## src/rtl/eq_band_sequencer.sv

```systemverilog
// Time-multiplexes one external POT-squared band scaler across NUM_BANDS equalizer
// bands, accumulating the scaled bands into a saturated 16-bit output sample.
module eq_band_sequencer #(
    parameter int unsigned NUM_BANDS = 5,
    parameter int unsigned IDX_W     = 3
) (
    input  logic                      clk,
    input  logic                      rst,
    input  logic                      vld,
    input  logic [16*NUM_BANDS-1:0]   band_audio,
    input  logic [12*NUM_BANDS-1:0]   band_POT,
    output logic [11:0]               scl_POT,
    output logic [15:0]               scl_audio,
    input  logic [15:0]               scl_scaled,
    output logic [15:0]               aud_out,
    output logic                      out_vld,
    output logic                      busy,
    output logic                      overrun
);

    localparam int unsigned ACC_W  = 16 + $clog2(NUM_BANDS);
    localparam int unsigned EXT_W  = ACC_W - 16;
    localparam int unsigned HEAD_W = ACC_W - 15;

    typedef enum logic {
        IDLE,
        SCALE
    } state_t;

    state_t                  state;
    state_t                  state_d;
    logic [IDX_W-1:0]        idx;
    logic [IDX_W-1:0]        idx_d;
    logic signed [ACC_W-1:0] acc;
    logic signed [ACC_W-1:0] acc_d;
    logic signed [ACC_W-1:0] sum;
    logic [15:0]             sat_val;
    logic [15:0]             aud_out_d;
    logic                    out_vld_d;
    logic                    overrun_d;
    logic                    latch_en;
    logic                    last;
    logic [HEAD_W-1:0]       sum_head;

    logic [15:0]             aud_lat [NUM_BANDS];
    logic [11:0]             pot_lat [NUM_BANDS];
    logic [15:0]             sel_audio;
    logic [11:0]             sel_pot;

    // Select the latched band for the current step
    always_comb begin
        sel_audio = '0;
        sel_pot   = '0;
        for (int i = 0; i < int'(NUM_BANDS); i++) begin
            if (idx == IDX_W'(i)) begin
                sel_audio = aud_lat[i];
                sel_pot   = pot_lat[i];
            end
        end
    end

    assign busy      = (state == SCALE);
    assign scl_audio = busy ? sel_audio : 16'h0000;
    assign scl_POT   = busy ? sel_pot   : 12'h000;
    assign last      = (idx == IDX_W'(NUM_BANDS - 1));

    assign sum      = acc + {{EXT_W{scl_scaled[15]}}, scl_scaled};
    assign sum_head = sum[ACC_W-1:15];

    // Clamp to 16 bits when the bits above the sign bit disagree
    always_comb begin
        if ((&sum_head) || (~|sum_head)) begin
            sat_val = sum[15:0];
        end else if (sum[ACC_W-1]) begin
            sat_val = 16'h8000;
        end else begin
            sat_val = 16'h7FFF;
        end
    end

    always_comb begin
        state_d   = state;
        idx_d     = idx;
        acc_d     = acc;
        aud_out_d = aud_out;
        out_vld_d = 1'b0;
        overrun_d = 1'b0;
        latch_en  = 1'b0;
        case (state)
            IDLE: begin
                if (vld) begin
                    latch_en = 1'b1;
                    idx_d    = '0;
                    acc_d    = '0;
                    state_d  = SCALE;
                end
            end
            SCALE: begin
                overrun_d = vld;
                acc_d     = sum;
                idx_d     = idx + IDX_W'(1);
                if (last) begin
                    aud_out_d = sat_val;
                    out_vld_d = 1'b1;
                    idx_d     = '0;
                    state_d   = IDLE;
                end
            end
            default: state_d = IDLE;
        endcase
    end

    always_ff @(posedge clk) begin
        if (rst) begin
            state   <= IDLE;
            idx     <= '0;
            acc     <= '0;
            aud_out <= '0;
            out_vld <= 1'b0;
            overrun <= 1'b0;
            for (int i = 0; i < int'(NUM_BANDS); i++) begin
                aud_lat[i] <= '0;
                pot_lat[i] <= '0;
            end
        end else begin
            state   <= state_d;
            idx     <= idx_d;
            acc     <= acc_d;
            aud_out <= aud_out_d;
            out_vld <= out_vld_d;
            overrun <= overrun_d;
            if (latch_en) begin
                for (int i = 0; i < int'(NUM_BANDS); i++) begin
                    aud_lat[i] <= band_audio[16*i +: 16];
                    pot_lat[i] <= band_POT[12*i +: 12];
                end
            end
        end
    end

endmodule

```

## config.mk

```make
export PLATFORM = sky130hd
export DESIGN_NAME = eq_band_sequencer
export DESIGN_NICKNAME = d
export VERILOG_FILES = /design/src/rtl/eq_band_sequencer.sv
export SDC_FILE = /design/constraint.sdc
export NUM_CORES = 1
export LEC_CHECK = 0
export CORE_UTILIZATION = 30
export DETAILED_ROUTE_END_ITERATION = 12
export SYNTH_ARGS = -nofsm -noshare
export SYNTH_HDL_FRONTEND = slang
export SYNTH_SLANG_ARGS = --single-unit
```

## constraint.sdc

```tcl
create_clock -name clk -period 6.3 [get_ports clk]
set_input_delay 1.26 -clock clk [delete_from_list [all_inputs] [get_ports clk]]
set_output_delay 1.26 -clock clk [all_outputs]
set_load 0.005 [all_outputs]
```

==> impl_metrics.toml, run 1 <==
[cts]
ctsHoldBuffers = 0
cts_buffers = 17
htreeDepth = 4
cts_tree = "yes"
clk_pin_slew_ns = 0.08
post_cts_buffers = 0
clock_path_buffers = 2
cts_resized = 0
cts.sinks = 181
clock_latency_ns = 0.44
cts_root_buffer = "clkbuf_16"

[power_and_ir_drop]
power.density_nw_per_um2 = 249.3
p_leak_nw = 4.473
power_mw = 2.974
irDropWorstVdd_v = 0.0001662

[placement]
pre_cts_ws_ns = 1.339
dpl.hpwl_mm = 16.64
gp_congestion = 0.8393
port_buffers = 205

[worst_setup_path]
cp-end-kind = "primary output"
cp_num_buf_inv = 3
worstPathMaxFanout = 15
critPathArrivalTime_ns = 3.67
worstReg2RegStart = "acc[0]$_SDFFE_PP0P_"
path_class = "reg2out"
worst_setup_path_start_kind = "flop"
max_stage_delay_ns = 1.00
cp_top_family = "simple AND/OR/NAND/NOR gates"
path_cells = "inv_1 -> ha_1 -> nor3b_2 -> buf_4 -> a222oi_1 -> nor3_1 -> a21oi_1 -> o21ai_0 -> clkdlybuf4s50_1"
crit_start = "idx[0]$_SDFFE_PP0P_"
crit_slowest_cell = "nor3b_2"
required_ns = 5.04

[yosys]
netlist_instances = 795
yosys.area.top_type_share_pct = 47.42
synth_top_family_by_area = "simple AND/OR/NAND/NOR gates"
synthArstFlopShare_pct = 0
ys_types = 58
synth_compound_area_share_pct = 15.68
synthAdderAreaFrac_pct = 3.472
syn_area_um2 = 8866
yosys.area_share.xor_xnor_pct = 1.383
netlist_top_cells_area = "edfxtp_1, and2_1, dfxtp_1"
syn_nets = 978
synth-simple-area-share_pct = 19.62
yosysTopAreaCell = "edfxtp_1"
ys_ff_latch = 181
synth_edf_count = 140
syn_avg_cell_area_um2 = 11.15
yosysSeqAreaShare_pct = 56.68
ys.flop_type = "edfxtp_1"
yosys-mux-area-fraction_pct = 0.2540
yosysWarnings = 0

[sta]
min_period_ns = 4.929
maxSlewViolCount = 0
rsz0062_at_grt = "false"
worst_slack_ns = 1.371
max_freq_mhz = 202.9
fin_crit_sh_pct = 78.24
relSlewSlack_pct = 16.43
skew_ns = 0.02279
fin_tns_setup_ns = 0
setup_violations = 0
whs_ns = 0.4694
hold_viol_final = 0
tightest_slew_ns = 1.248

[run]
maxCapViolations = 0

[floorplan]
initial_core_util_pct = 30.72
die_x_um = 173.9
num_io_pins = 206
rows = 62
dieHeight_um = 173.9
core_area_um2 = 28860
die-area_um2 = 30240

[global_routing]
grt_overflow_total = 0
grt_pass1_vias = 6531
grt_use_total_pct = 15.87
grt_start_max_net_pins = 112
grt_antenna_before_repair = 0
grt_pass1_wl_mm = 36.81

[outcome]
status = "completed"

[min_path]
hp-class = "reg2reg"
hp-start = "aud_out[15]$_SDFFE_PP0P_"

[drt]
dr.first_iter.drc_count = 429
first_pass_iters = 7
drt-vias-per-instance = 4.839
postRouteAntennaNets = 0
drc = 0
wire_per_inst_um = 17.47
routed_wirelength_mm = 23.96
num_vias = 6639

[finish]
area_growth_pct = 34.55
layout-drive-gt1-share_pct = 7.692
antenna_cells = 0
nNetsFinal = 1158
[flip-flops by register name (all words and copies together) (netlist names)]
register  cells
aud_out      16
busy          1
out_vld       1
acc          19
pot_lat      60
overrun       1
idx           3
aud_lat      80
[stage by stage]
step | utilization [%] | instance area (um2) | std cells
global route | 41.34 | 11930 | 1372
global placement | 39.17 | 11300 | 1340
floorplan | - | 8866 | 795
detailed placement | 39.17 | 11300 | 1340
finish | 41.34 | 11930 | 1372
CTS | 41.34 | 11930 | 1372
[kinds of logic after synthesis]
| kind of cell | after synthesis |
|---|---|
| xor gates and xnor gates | 14 |
| DFF | 181 |
| AOI/OAI and AO/OA | 179 |
| and+or+nand+nor | 332 |
| buffers and inverters | 64 |
| muxes | 1 |
| adders and majority gates | 24 |
[per-layer routing]
layer / track usage, % / part of all wire (%) / vias up
met3: 2.581 / 4.5 / 23
met5: 0 / 0 / -
met2: 25.65 / 47 / 212
li1: - / - / 3275
met4: 5.117 / 1.6 / 0
met1: 21.66 / 47 / 3129
[worst reg2reg max path, stage by stage, from the launching register on]
cell and delay (ns):
dfxtp_1 0.32, ha_1 0.20, fa_1 0.42, a21o_1 0.21, a221oi_2 0.45, o21ai_2 0.19, a2111oi_4 0.42, nor3_4 0.12
o41ai_4 0.86, a2111oi_1 0.20
[power breakdown]
group          switching, mW  internal (mW)
Combinational          0.233          0.223
Sequential            0.0254           1.37
Clock                  0.567          0.555
Total                  0.825           2.15
[cell type report]
cell class              instances  area [um2]
inverters                       7       26.28
flip-flops and latches        181        5025
well taps                     384       480.5
fillers                      2814       16930
clock buffers                  17       425.4
repair buffers                218        2162
clock inverters                15       198.9
multi-input cells             550        3611
[layout by cell type, fill, tap and decap left out, types with 5 or more instances in the layout]
cell type | netlist | routed
dfxtp_1 | 41 | 41
clkdlybuf4s50_1 | 0 | 205
o21ai_0 | 32 | 32
nor2_1 | 70 | 69
a21oi_1 | 50 | 50
xnor2_1 | 8 | 8
buf_4 | 0 | 12
nand2_1 | 59 | 58
nor3_1 | 32 | 32
inv_12 | 0 | 5
a222oi_1 | 28 | 28
inv_1 | 7 | 7
ha_1 | 23 | 22
o32ai_2 | 9 | 9
a21o_1 | 8 | 8
edfxtp_1 | 140 | 140
a22o_1 | 17 | 17
clkbuf_16 | 0 | 17
and2_1 | 141 | 141
nand3_1 | 5 | 5
xor2_1 | 6 | 6
[synthesized netlist by cell type (2+ instances only)]
cell type,n
buf_2,3
or3_1,2
ha_1,23
a21o_1,8
xnor2_1,8
and2_1,141
o21bai_1,4
buf_1,4
o21ai_0,32
edfxtp_1,140
a21oi_1,50
nor2_1,70
nor3_1,32
nand4_1,3
clkbuf_1,48
nor2b_1,3
xor2_1,6
a31oi_1,3
and3_1,5
nand2_1,59
buf_6,2
dfxtp_1,41
o21a_1,3
o32ai_1,4
nand3_1,5
nand2b_1,2
nand3b_1,2
a222oi_1,28
inv_1,7
o32ai_2,9
o21ai_2,2
nor3b_1,3
a31o_2,2
a22o_1,17
[final timing paths]
kind / to / slack, ns / cells past startpoint
setup / recovery: scl_POT[1] / 1.37 / 9
hold / removal: aud_out[15]$_SDFFE_PP0P_ / 0.47 / 2
setup reg to reg: aud_out[13]$_SDFFE_PP0P_ / 2.73 / 9
hold reg to reg: aud_out[15]$_SDFFE_PP0P_ / 0.47 / 2
Note: power is estimated with default switching activity, not from simulation.
==> run 2: changes to the inputs <==
==> constraint.sdc (replaced) <==
create_clock -name clk -period 5.05 [get_ports clk]
set_input_delay 1.01 -clock clk [delete_from_list [all_inputs] [get_ports clk]]
set_output_delay 1.01 -clock clk [all_outputs]
set_load 0.005 [all_outputs]
==> run 2 against run 1 <==
Effect of this change:
- clock-buffer cell count is the same
- critical path depth is the same
- setup slack lost 0.70 ns
- clock power grew 25%
- global-route usage grew 0.47 points
- critical endpoint is now scl_audio[15]
==> impl_metrics.toml, run 2 (synthesis results as in run 1) <==
[outcome]
status = "completed"

[worst_setup_path]
worstPathMaxFanout = 29
max_stage_delay_ns = 0.57
crit_slowest_cell = "clkdlybuf4s50_1"
worstReg2RegStart = "acc[0]$_SDFFE_PP0P_"
critPathMostFrequentCell = "buf_4"
required_ns = 4.04
r2r_end = "aud_out[0]$_SDFFE_PP0P_"
worst_setup_path_start_kind = "flop"
path_cells = "inv_1 -> buf_4 -> nand2_1 -> buf_4 -> nor2_1 -> nor3_1 -> a21oi_1 -> o21ai_0 -> clkdlybuf4s50_1"
path_class = "reg2out"
reg2reg_setup_slack_ns = 1.67
cp-end-kind = "primary output"
ff2ff_path_depth = 10
critPathArrivalTime_ns = 3.37

[drt]
routed_wirelength_mm = 24.52
postRouteAntennaNets = 0
first_pass_iters = 6
num_vias = 6624
dr.first_iter.drc_count = 614
drt-vias-per-instance = 4.821
drc = 0
wire_per_inst_um = 17.84

[global_routing]
grt_busiest_layer = "met2"
grt_use_total_pct = 16.35
grtUsageMet2_pct = 26.15
grt_use_met3_pct = 2.537
grt_pass1_wl_mm = 37.96
use_met1_pct = 22.63
grt_overflow_total = 0
grt_antenna_before_repair = 1
grt_start_max_net_pins = 141
grt_pass1_vias = 6522

[finish]
nNetsFinal = 1160
largest_reg_flops = 80
antenna_cells = 0
top_register = "aud_lat"
area_growth_pct = 34.97
layout_commonest_cell = "clkdlybuf4s50_1"
top_regs = "aud_lat x80, pot_lat x60, acc x19"
layout-drive-gt1-share_pct = 7.879
instances_no_fill = 1374
final_cell_area_um2 = 11970
final_cell_mix = "clkdlybuf4s50_1, and2_1, edfxtp_1, nor2_1, nand2_1"
final_core_util_pct = 41.47

[cts]
cts_root_buffer = "clkbuf_16"
clock_path_buffers = 2
cts_tree = "yes"
cts_buffers = 17
post_cts_buffers = 0
cts.sinks = 181
htreeDepth = 4
clock_latency_ns = 0.45
ctsHoldBuffers = 0
clk_pin_slew_ns = 0.08
cts_resized = 0

[sta]
fin_tns_setup_ns = 0
max_freq_mhz = 228.5
maxSlewViolCount = 0
rsz0062_at_grt = "false"
tightest_slew_ns = 0.9902
fin_crit_sh_pct = 86.68
skew_ns = 0.02403
min_period_ns = 4.377
setup_violations = 0
relSlewSlack_pct = 33.69
hold_viol_final = 0

[power_and_ir_drop]
power_frac_seq_pct = 46.9
power.density_nw_per_um2 = 310.3
p_leak_nw = 4.488
intPower_mw = 2.678
p_sw_share_pct = 27.90
p_sw_mw = 1.036
irDropWorstVdd_v = 0.0002357
power_mw = 3.714
comb_power_share_pct = 15.4
clockPowerShare_pct = 37.7

[floorplan]
rows = 62
initial_core_util_pct = 30.72
die_x_um = 173.9
num_io_pins = 206
die-area_um2 = 30240
dieHeight_um = 173.9
core_area_um2 = 28860

[placement]
dpl.hpwl_mm = 16.92
port_buffers = 205
place_inst = 1342
gp_congestion = 0.8447
placed_area_um2 = 11330

[run]
maxCapViolations = 0

[min_path]
worstHoldPathCells = 2
hp-class = "reg2reg"
hp-start = "aud_out[15]$_SDFFE_PP0P_"
worstHoldEndpoint = "aud_out[15]$_SDFFE_PP0P_"
-- run 2: cell types whose count changed in the layout (fill, tap and decap cells not counted), sizes merged --
| cell | change |
|---|---|
| inv | -4 |
| clkinv | +4 |
| buf | +2 |
-- run 2: worst max path at each step --
stage | endpoint | slack (ns) | from
floorplan | aud_lat[0][0]$_SDFFCE_PN0P_ | 0.19 | rst
global placement | aud_out[0]$_SDFFE_PP0P_ | 0.57 | scl_scaled[0]
detailed placement | aud_out[0]$_SDFFE_PP0P_ | 0.51 | scl_scaled[0]
CTS | scl_audio[1] | 0.67 | idx[2]$_SDFFE_PP0P_
global route | scl_audio[15] | 0.42 | idx[2]$_SDFFE_PP0P_
finish | scl_audio[15] | 0.67 | idx[2]$_SDFFE_PP0P_
-- run 2: final cells by class --
| type | instances | area, um2 |
|---|---|---|
| clock buffer | 17 | 425.4 |
| multi-input combinational | 550 | 3611 |
| clock inverter | 15 | 209.0 |
| inverter | 7 | 26.28 |
| timing repair buffer | 220 | 2190 |
| fill | 2786 | 16890 |
| sequential | 181 | 5025 |
| tap | 384 | 480.5 |
-- run 2: worst max-delay path: cells and delay by family, from the launching register on --
kind / cells / cell delay (ns)
AO/OA/AOI/OAI: 2 / 0.40
buffers and inverters: 4 / 1.28
AND/OR/NAND/NOR: 3 / 0.76
flip-flops: 1 / 0.46
-- run 2: metrics by stage --
stage	hold slack [ns]	setup WS (ns)
finish	0.4715	0.6727
global route	0.4860	0.4190
CTS	0.4711	0.6702
detailed placement	0.4601	0.5063
global placement	0.4658	0.5726
floorplan	0.4291	0.1916
-- run 2: power groups by stage --
| stage | combinational (mW) | clock (mW) | sequential, mW |
|---|---|---|---|
| after global placement | 0.575 | 0 | 1.77 |
| after global routing | 0.627 | 1.47 | 1.75 |
| final | 0.572 | 1.40 | 1.74 |
| after floorplan | 0.311 | 0 | 1.78 |
| after detailed placement | 0.576 | 0 | 1.78 |
| after CTS | 0.579 | 1.44 | 1.74 |
-- run 2: layer usage --
metal  vias to the layer above  wire [um]
met2                       194      11610
li1                       3270          -
met1                      3140      11350
met4                         0        385
met3                        20       1170
met5                         -          0
==> run 3: changes to the inputs <==
--- a/config.mk
+++ b/config.mk
@@ -6,6 +6,7 @@
 export NUM_CORES = 1
 export LEC_CHECK = 0
 export CORE_UTILIZATION = 30
+export CTS_CLUSTER_SIZE = 20
 export DETAILED_ROUTE_END_ITERATION = 12
 export SYNTH_ARGS = -nofsm -noshare
 export SYNTH_HDL_FRONTEND = slang
==> results of run 3 <==
No change in the layout: final DEF, timing and power equal those of run 2.
